File: src/rtl/gray_sched_pkg.sv
// Shared types and constants for the Gray-code step-counter scheduler.
package gray_sched_pkg;

  typedef enum logic [1:0] {
    IDLE  = 2'd0,
    CLEAR = 2'd1,
    RUN   = 2'd2,
    DONE  = 2'd3
  } sched_state_t;

  // Gray value the counter holds just before it wraps to 3'b000.
  localparam logic [2:0] GRAY_WRAP = 3'b100;

  localparam int unsigned STEP_W_DEF = 4;
  localparam int unsigned LAP_W_DEF  = 8;

endpackage

File: src/rtl/gray_sched_if.sv
// Request/grant bundle between requesters, the scheduler and the shared counter.
interface gray_sched_if #(
  parameter int unsigned NREQ   = 4,
  parameter int unsigned STEP_W = gray_sched_pkg::STEP_W_DEF,
  parameter int unsigned LAP_W  = gray_sched_pkg::LAP_W_DEF
);
  logic [NREQ-1:0]        Req;
  logic [NREQ-1:0]        Clr;
  logic [NREQ*STEP_W-1:0] Steps;
  logic [2:0]             GrayIn;
  logic [NREQ-1:0]        Grant;
  logic [NREQ-1:0]        Done;
  logic                   CntEn;
  logic                   CntClr;
  logic                   Busy;
  logic [LAP_W-1:0]       Laps;

  modport master (
    output Req, Clr, Steps, GrayIn,
    input  Grant, Done, CntEn, CntClr, Busy, Laps
  );

  modport slave (
    input  Req, Clr, Steps, GrayIn,
    output Grant, Done, CntEn, CntClr, Busy, Laps
  );
endinterface

File: src/rtl/rr_pick.sv
// Combinational round-robin picker: first set request at or after ptr wins.
module rr_pick #(
  parameter int unsigned NREQ = 4,
  localparam int unsigned IW  = $clog2(NREQ)
) (
  input  logic [NREQ-1:0] req,
  input  logic [IW-1:0]   ptr,
  output logic [NREQ-1:0] onehot,
  output logic [IW-1:0]   idx
);

  logic          found;
  logic [IW-1:0] k;

  always_comb begin
    onehot = '0;
    idx    = '0;
    found  = 1'b0;
    k      = '0;
    for (int unsigned i = 0; i < NREQ; i++) begin
      k = IW'((32'(ptr) + i) % NREQ);
      if (!found && req[k]) begin
        found     = 1'b1;
        onehot[k] = 1'b1;
        idx       = k;
      end
    end
  end

endmodule

File: src/rtl/gray_sched.sv
// Round-robin owner arbitration for a shared 3-bit Gray step counter,
// with burst sequencing (optional clear, N steps, done pulse) and a wrap counter.
module gray_sched
  import gray_sched_pkg::*;
#(
  parameter int unsigned NREQ   = 4,
  parameter int unsigned STEP_W = STEP_W_DEF,
  parameter int unsigned LAP_W  = LAP_W_DEF
) (
  input logic         Clk,
  input logic         Reset,
  gray_sched_if.slave bus
);

  localparam int unsigned IW = $clog2(NREQ);

  sched_state_t      state, nxt;
  logic [NREQ-1:0]   pick_oh;
  logic [NREQ-1:0]   grant_q;
  logic [IW-1:0]     pick_idx;
  logic [IW-1:0]     ptr;
  logic [STEP_W-1:0] pick_steps;
  logic [STEP_W-1:0] rem;
  logic [LAP_W-1:0]  laps;
  logic              pick_clr;
  logic              any_req;

  rr_pick #(.NREQ(NREQ)) u_pick (
    .req    (bus.Req),
    .ptr    (ptr),
    .onehot (pick_oh),
    .idx    (pick_idx)
  );

  assign any_req    = |bus.Req;
  assign pick_clr   = bus.Clr[pick_idx];
  assign pick_steps = bus.Steps[32'(pick_idx) * STEP_W +: STEP_W];

  always_comb begin
    nxt = state;
    case (state)
      IDLE: begin
        if (any_req) begin
          if (pick_clr)                nxt = CLEAR;
          else if (pick_steps != '0)   nxt = RUN;
          else                         nxt = DONE;
        end
      end
      CLEAR:   nxt = (rem != '0) ? RUN : DONE;
      RUN:     if (rem <= STEP_W'(1)) nxt = DONE;
      DONE:    nxt = IDLE;
      default: nxt = IDLE;
    endcase
  end

  always_ff @(posedge Clk) begin
    if (Reset) begin
      state   <= IDLE;
      grant_q <= '0;
      ptr     <= '0;
      rem     <= '0;
      laps    <= '0;
    end else begin
      state <= nxt;
      case (state)
        IDLE: begin
          if (any_req) begin
            grant_q <= pick_oh;
            rem     <= pick_steps;
            ptr     <= (pick_idx == IW'(NREQ - 1)) ? '0 : pick_idx + 1'b1;
          end
        end
        RUN:     rem <= rem - 1'b1;
        DONE:    grant_q <= '0;
        default: ;
      endcase
      // Cleared on entry to CLEAR so Laps already reads 0 while CntClr is high.
      if (nxt == CLEAR)
        laps <= '0;
      else if (state == RUN && bus.GrayIn == GRAY_WRAP && laps != '1)
        laps <= laps + 1'b1;
    end
  end

  assign bus.Grant  = grant_q;
  assign bus.Done   = (state == DONE) ? grant_q : '0;
  assign bus.CntEn  = (state == RUN);
  assign bus.CntClr = (state == CLEAR);
  assign bus.Busy   = (state != IDLE);
  assign bus.Laps   = laps;

endmodule

File: src/flat_wrapper.sv
// flat-port wrapper written by rule: the top's interface ports become plain ports
module gray_sched_flat import gray_sched_pkg::*;
#(
  parameter int unsigned NREQ   = 4,
  parameter int unsigned STEP_W = STEP_W_DEF,
  parameter int unsigned LAP_W  = LAP_W_DEF
)
  (Clk, Reset, bus_Req, bus_Clr, bus_Steps, bus_GrayIn, bus_Grant, bus_Done, bus_CntEn, bus_CntClr, bus_Busy, bus_Laps);
  gray_sched_if #(.NREQ(NREQ), .STEP_W(STEP_W), .LAP_W(LAP_W)) bus_i ();
  input logic Clk;
  input logic Reset;
  input wire logic [$bits(bus_i.Req)-1:0] bus_Req;
  input wire logic [$bits(bus_i.Clr)-1:0] bus_Clr;
  input wire logic [$bits(bus_i.Steps)-1:0] bus_Steps;
  input wire logic [$bits(bus_i.GrayIn)-1:0] bus_GrayIn;
  output wire logic [$bits(bus_i.Grant)-1:0] bus_Grant;
  output wire logic [$bits(bus_i.Done)-1:0] bus_Done;
  output wire logic [$bits(bus_i.CntEn)-1:0] bus_CntEn;
  output wire logic [$bits(bus_i.CntClr)-1:0] bus_CntClr;
  output wire logic [$bits(bus_i.Busy)-1:0] bus_Busy;
  output wire logic [$bits(bus_i.Laps)-1:0] bus_Laps;
  assign bus_i.Req = bus_Req;
  assign bus_i.Clr = bus_Clr;
  assign bus_i.Steps = bus_Steps;
  assign bus_i.GrayIn = bus_GrayIn;
  assign bus_Grant = bus_i.Grant;
  assign bus_Done = bus_i.Done;
  assign bus_CntEn = bus_i.CntEn;
  assign bus_CntClr = bus_i.CntClr;
  assign bus_Busy = bus_i.Busy;
  assign bus_Laps = bus_i.Laps;
  gray_sched #(.NREQ(NREQ), .STEP_W(STEP_W), .LAP_W(LAP_W)) u_core (.Clk(Clk), .Reset(Reset), .bus(bus_i));
endmodule
File: config.mk
export PLATFORM = sky130hd
export DESIGN_NAME = gray_sched_flat
export DESIGN_NICKNAME = d
export VERILOG_FILES = /design/src/rtl/gray_sched_pkg.sv /design/src/rtl/gray_sched_if.sv /design/src/rtl/rr_pick.sv /design/src/rtl/gray_sched.sv /design/src/flat_wrapper.sv
export SDC_FILE = /design/constraint.sdc
export NUM_CORES = 1
export LEC_CHECK = 0
export ABC_AREA = 1
export BUFFER_PORTS_ARGS = -buffer_cell sky130_fd_sc_hd__buf_2
export CAP_MARGIN = 20
export CORE_MARGIN = 1.5
export CORE_UTILIZATION = 55
export CTS_BUF_LIST = sky130_fd_sc_hd__clkbuf_8
export DETAILED_ROUTE_END_ITERATION = 16
export GPL_TIMING_DRIVEN = 0
export PLACE_DENSITY = 0.93
export SYNTH_ARGS = -nofsm -noshare
export SYNTH_HDL_FRONTEND = slang
export SYNTH_SLANG_ARGS = --single-unit
export TNS_END_PERCENT = 50
File: constraint.sdc
create_clock -name Clk -period 3.4 [get_ports Clk]
set_input_delay 0.17 -clock Clk [delete_from_list [all_inputs] [get_ports Clk]]
set_output_delay 0.17 -clock Clk [all_outputs]
set_load 0.05 [all_outputs]
==> results.md, run 1 <==
* Status: completed
* Worst vdd ir at 0.000546 V
* Layout cell share with drive strength beyond 1 at 27.6%
* H-tree depth at 1
* Net Sw Frac at 55.3%
* Fin crit period at 3050 ps
* Dpl cell area at 0.00212 sq mm
* Worst reg2reg path endpoint: u_core.bus.Laps[0]
* CTS Buf Count at 3
* Die X at 60.8 um
* Most common cell after layout, fill and taps aside: nand2_1
* RSZ-0062 raised after global routing: false
* Post-DP HPWL at 3200 um
* DR iter-0 viols at 90
* Initial core utilization at 59.2%
* Pwr Total at 0.00208 W
* Setup bufs post-CTS at 0
* R2R depth at 21
* Top Ports at 48
* Crit path launch: u_core.ptr[1]
* PortBufs at 46
* Worst-path clk slew at 70 ps
* GR Util met3 at 4.90%
* Setup TNS at 0 ps
* Slowest-stage cell, CP: dfxtp_1
* Post-synth EDFFs at 0
* Routed WL per cell at 11.6 um
* Vias in the first global route at 1612
* Cell internal pwr at 0.000930 W
* Critical path class: flip-flop to flip-flop
* Die Footprint at 0.00370 sq mm
* Reg-to-Reg Start: u_core.ptr[1]
* Largest net degree at the start of global routing at 14
* Crit path to: u_core.bus.Laps[0]
* CP max stage delay at 510 ps
* Grt met1 use at 28.5%
* Design Area, Final at 0.00219 sq mm
* Comb power frac at 71.8%
* Slew Limit Fails at 0
* Synth Cell Area at 0.00184 sq mm
* Cell variety after synth at 35
* Die H at 60.8 um
* Final #Nets at 363
* Bufs on Longest Clock Path at 2
* Gr usage total at 23.3%
* Register area share after synthesis at 21.8%
* Final setup vio count at 0
* CP required at 3550 ps
* Detail Route Antenna Nets at 0
* Num rows at 20
* Cells after Synth at 269
* Top FF cell, synth: dfxtp_1
* Tightest Pin Transition at 847 ps
* Met2 usage at 41.0%
* Fmax at 0.328 GHz
* Remaining Overflow, GRT at 0
* Endpoints failing hold at 0
* Number of iterations in the first detailed-routing pass at 4
* R2r setup slk at 350 ps
* Final Core Density at 70.7%
* Synthesis-to-finish area growth at 19.4%
* First-pass GRT wire length at 6600 um
* Worst EP arrival at 3200 ps
* Max Cap Violations at 0
* Worst slew margin at 43.0%
* P per Cell Area at 947 mW/mm^2
* Crit-path max FO at 10
* Core Box Area at 0.00310 sq mm
* Most frequent cells in the layout: nand2_1 (62), buf_2 (46), inv_1 (39), nand3_1 (24), dfxtp_1 (20)
* Clk_skew at 5.22 ps
* Switching Power at 0.00115 W
* DRC errors left at 0
* Post-synth ARST share at 0%
* Post-DR vias/cell at 5.29
* Hold Crit Class: input pin to flip-flop
* Flop pwr share at 16.6%
* Syn_nets at 312
* CTS sink cnt at 20
* Period utilization at 89.7%
* Worst setup EP type: flip-flop
* WL final at 4200 um
* Clock Power Share at 11.7%
* Post-cts sizing count at 0
* Initial antenna violation count at 0
* Mapped Avg Cell Area at 6.83 sq um
* CP dominant cell by count: nand2_1
* GR peak layer: met2
* Startpoint Class: flip-flop
* CTS tree: built
* Filler cells at 275
* Vias after detailed routing at 1919
* Pre-CTS setup slack at 452 ps
* Worst Setup Slack, final at 351 ps
* Gp weighted congestion at 0.845
* Static Leakage at 1.13 nW
* Register bit total from synthesis at 20
* Root Buffer: clkbuf_8
* Hold buffers post-CTS at 0
* Diode count at 0
* Synth Warn # at 0
* Cell chain of the critical path: inv_2 -> ha_1 -> inv_1 -> nand3_2 -> nand2_4 -> inv_2 -> nor2_8 -> nand4_4 -> nand2_4 -> buf_6 -> nand2_1 -> nand3_1 -> nand2_1 -> nor2_1 -> nand2_1 -> nand2_1 -> nand2_1 -> nand2_2 -> nand3_2 -> nand2_4 -> nor2_2
* Worst skew pair latency at 270 ps
==> layer usage <==
metal	vias up	wire [um]
met1	851	1810
met5	-	0
met2	90	2070
li1	970	-
met3	8	265
met4	0	58
==> worst max-delay path: cells and delay by family, from the launching register on <==
family	cells	cell delay, ps
buffers and inverters	4	500
adder cells (fa/ha/maj)	1	390
flip-flops	1	510
AND/OR/NAND/NOR	16	1530
==> power by group through the flow <==
stage / sequential (W) / combinational (W) / clock, W
detailed placement: 0.000348 / 0.00145 / 0
CTS: 0.000343 / 0.00147 / 0.000245
finish: 0.000345 / 0.00149 / 0.000242
floorplan: 0.000397 / 0.00115 / 0
global route: 0.000351 / 0.00164 / 0.000252
global placement: 0.000345 / 0.00142 / 0
==> kinds of logic after synthesis <==
logic type / count (synthesis) / synth area share, %
mux: 1 / 0.545
simple gates: 141 / 41.3
xor+xnor: 9 / 4.29
buf+inv: 47 / 10.8
flops: 20 / 21.8
compound gates: 37 / 11.7
fa+ha+maj: 14 / 9.53
==> sequential cells by signal, indices dropped and copies added (netlist names) <==
| register | flops |
|---|---|
| u_core.rem | 4 |
| u_core.bus.Laps | 8 |
| u_core.ptr | 2 |
| u_core.state | 2 |
| u_core.bus.Grant | 4 |
==> final cells by class <==
cell class              instances  area [sq um]  share of cell area (%)
inverters                      43           169                    7.70
clock buffers                   3          41.3                    1.88
plain buffers                   4          30.0                    1.37
flip-flops and latches         20           400                    18.2
multi-input cells             202          1240                    56.4
repair buffers                 46           230                    10.5
clock inverters                 1          30.0                    1.37
well taps                      44          55.1                    2.51
==> synthesized netlist by cell type (all sizes together) (4+ instances only) <==
cell type,count,area [sq um]
ha,14,175
o21ai,14,70.1
nor2,23,130
xor2,7,61.3
nand3b,4,30.0
a21oi,11,58.8
inv,43,169
nand3,28,160
a31oi,5,31.3
nand2,78,378
dfxtp,20,400
nand4,4,40.0
==> per-stage QoR <==
step           hold WS, ps  instances
2_1_floorplan          464        269
3_5_place_dp           474        359
5_1_grt                309        363
3_3_place_gp           464        359
6_report               266        363
4_1_cts                265        363
==> worst min path at each step <==
stage	start	end	cells past startpoint
4_1_cts	Reset	u_core.ptr[1]	2
5_1_grt	Reset	u_core.state[0]	2
6_report	Reset	u_core.ptr[1]	2
3_5_place_dp	u_core.bus.Grant[2]	u_core.bus.Grant[2]	2
3_3_place_gp	u_core.bus.Grant[1]	u_core.bus.Grant[1]	2
2_1_floorplan	Reset	u_core.state[0]	2
Power figures use the tool's default switching activity.
==> inputs of run 2 (changes only) <==
--- a/config.mk
+++ b/config.mk
@@ -9,12 +9,13 @@
 export BUFFER_PORTS_ARGS = -buffer_cell sky130_fd_sc_hd__buf_2
 export CAP_MARGIN = 20
 export CORE_MARGIN = 1.5
-export CORE_UTILIZATION = 55
+export CORE_UTILIZATION = 54
 export CTS_BUF_LIST = sky130_fd_sc_hd__clkbuf_8
 export DETAILED_ROUTE_END_ITERATION = 16
 export GPL_TIMING_DRIVEN = 0
-export PLACE_DENSITY = 0.93
+export PLACE_DENSITY = 0.92
 export SYNTH_ARGS = -nofsm -noshare
 export SYNTH_HDL_FRONTEND = slang
+export SYNTH_HIERARCHICAL = 1
 export SYNTH_SLANG_ARGS = --single-unit
 export TNS_END_PERCENT = 50
==> results.md, run 2 <==
* Synthesis-to-finish area growth at 20.2%
* Worst slew margin at 75.5%
* Most frequent cell after synthesis: nand2_1
* Most common cell after layout, fill and taps aside: nand2_1
* Hold WS at 143 ps
* Max reg flops at 8
* Startpoint Class: flip-flop
* Worst skew pair latency at 260 ps
* Post-synth top area share at 22.7%
* Detail Route Antenna Nets at 0
* Hold Crit Class: input pin to flip-flop
* Fin crit period at 3030 ps
* Layout cell share with drive strength beyond 1 at 26.7%
* DR iter-0 viols at 66
* Worst Setup Slack, final at 370 ps
* CTS tree: built
* Reg-to-Reg Start: u_core/ptr[0]
* Initial antenna violation count at 0
* Worst setup EP type: flip-flop
* Clk_skew at 3.43 ps
* Worst-path clk slew at 70 ps
* Max Cap Violations at 0
* CTS Buf Count at 3
* P per Cell Area at 973 mW/mm^2
* Cell variety after synth at 30
* Register bit total from synthesis at 20
* Worst vdd ir at 0.000605 V
* Top Ports at 48
* H-tree depth at 1
* Register area share after synthesis at 22.7%
* Final #Nets at 366
* Worst EP arrival at 3190 ps
* DRC errors left at 0
* RSZ-0062 raised after global routing: false
* Diode count at 0
* Top FF cell, synth: dfxtp_1
* Tightest Pin Transition at 367 ps
* Remaining Overflow, GRT at 0
* Number of iterations in the first detailed-routing pass at 5
* Largest net degree at the start of global routing at 13
* Slew Limit Fails at 0
* Crit path to: u_core/bus.Laps[0]
* Period utilization at 89.1%
* Largest area contributor in the netlist: dfxtp_1
* Worst reg2reg path endpoint: u_core/bus.Laps[0]
* Post-synth ARST share at 0%
* Post-DR vias/cell at 5.24
* Most frequent cells in the layout: nand2_1 (68), buf_2 (46), inv_1 (31), nand3_1 (29), nor2_1 (22)
* Vias in the first global route at 1659
* Root Buffer: clkbuf_8
* Vias after detailed routing at 1918
* Critical path class: flip-flop to flip-flop
* Fmax at 0.330 GHz
* Top cells by area, synth: dfxtp_1 (23%), nand2_1 (14%), ha_1 (9.9%)
* Final setup vio count at 0
* Initial core utilization at 57.3%
* Gp weighted congestion at 0.816
* Core Box Area at 0.00308 sq mm
* Static Leakage at 1.10 nW
* Num rows at 20
* Hold buffers post-CTS at 0
* Gr usage total at 24.4%
* Routed WL per cell at 10.8 um
* Cells after Synth at 272
* Mapped Avg Cell Area at 6.49 sq um
* Setup TNS at 0 ps
* Post-synth top cells: nand2_1 (68), inv_1 (31), nand3_1 (29), nor2_1 (22), dfxtp_1 (20)
* Status: completed
* Pre-CTS setup slack at 392 ps
* Syn_nets at 315
* Post-DP HPWL at 3110 um
* Post-synth EDFFs at 0
* Bufs on Longest Clock Path at 2
* Die Footprint at 0.00362 sq mm
* Post-cts sizing count at 0
* R2R depth at 19
* Synth Cell Area at 0.00176 sq mm
* Endpoints failing hold at 0
* CTS sink cnt at 20
* Die H at 60.2 um
* R2r setup slk at 370 ps
* Setup bufs post-CTS at 0
* PortBufs at 46
* WL final at 3950 um
* Die X at 60.2 um
* Synth Warn # at 6
* Crit path launch: u_core/ptr[0]
* Crit-path max FO at 10
* CP required at 3560 ps
* First-pass GRT wire length at 6890 um
==> run 2: changes by cell type after synthesis, sizes merged, moves of 5 or more <==
cell	previous run	this run
inv	43	37
a21oi	11	19
nand4	4	9
nand2	78	83
==> run 2: worst min path at each step <==
stage / from / endpoint / slack [ps] / depth (start not counted)
finish: Reset / u_core/bus.Grant[2] / 140 / 2
global route: Reset / u_core/bus.Grant[0] / 150 / 2
CTS: Reset / u_core/state[0] / 140 / 2
detailed placement: Reset / u_core/state[0] / 420 / 2
global placement: Reset / u_core/bus.Grant[2] / 420 / 2
floorplan: Reset / u_core/bus.Grant[0] / 390 / 2
==> run 2: stage by stage <==
| step | cells | power, W | cell area [sq um] | util [%] |
|---|---|---|---|---|
| 2_1_floorplan | 272 | 0.00154 | 1760 | - |
| 3_3_place_gp | 362 | 0.00178 | 2050 | 66.6 |
| 3_5_place_dp | 362 | 0.00182 | 2050 | 66.6 |
| 4_1_cts | 366 | 0.00206 | 2120 | 68.9 |
| 5_1_grt | 366 | 0.00229 | 2120 | 68.9 |
| 6_report | 366 | 0.00206 | 2120 | 68.9 |
==> run 2: logic make-up after synthesis <==
| logic type | after synthesis | share of synthesized area, % |
|---|---|---|
| AND/OR/NAND/NOR | 152 | 41.4 |
| buffers and inverters | 41 | 10.0 |
| AO/OA/AOI/OAI | 38 | 12.5 |
| flip-flops | 20 | 22.7 |
| adder cells (fa/ha/maj) | 14 | 9.93 |
| XOR/XNOR | 7 | 3.48 |
==> run 2: final cells by class <==
cell class,count,area (sq um)
Multi-Input combinational cell,211,1190
Fill cell,280,957
Sequential cell,20,400
Timing Repair Buffer,46,230
Inverter,37,139
Tap cell,44,55.1
Clock buffer,3,41.3
Buffer,4,37.5
Clock inverter,1,30.0
==> run 2: critical path, cell delays in order (launching register included) <==
cell and delay [ps]:
dfxtp_1 540, inv_2 180, ha_1 410, inv_1 110, nand3_1 90, nand2_1 70, nor2_2 230, a21oi_1 100
nand3_1 210, inv_2 130, nand2_1 80, nand3_1 60, nand2_1 100, nand2_1 60, o21ai_1 120, nand2_1 80
nand2_2 80, nand3_2 90, nand2_4 130, nor2_1 60
==> run 2: routing by layer <==
layer / up-vias / global-route usage (%) / wire length [um]
met4: 0 / 9.21 / 93
met5: - / 0 / 0
li1: 987 / - / -
met2: 58 / 39.6 / 1890
met1: 861 / 32.2 / 1740
met3: 12 / 4.33 / 220
==> run 2: report_power, final <==
group	total, W	internal (W)	switching, W	leakage, nW
combinational	0.00147	0.000490	0.000980	0.902
clock	0.000238	0.000157	0.0000804	0.0357
sequential	0.000357	0.000293	0.0000643	0.164
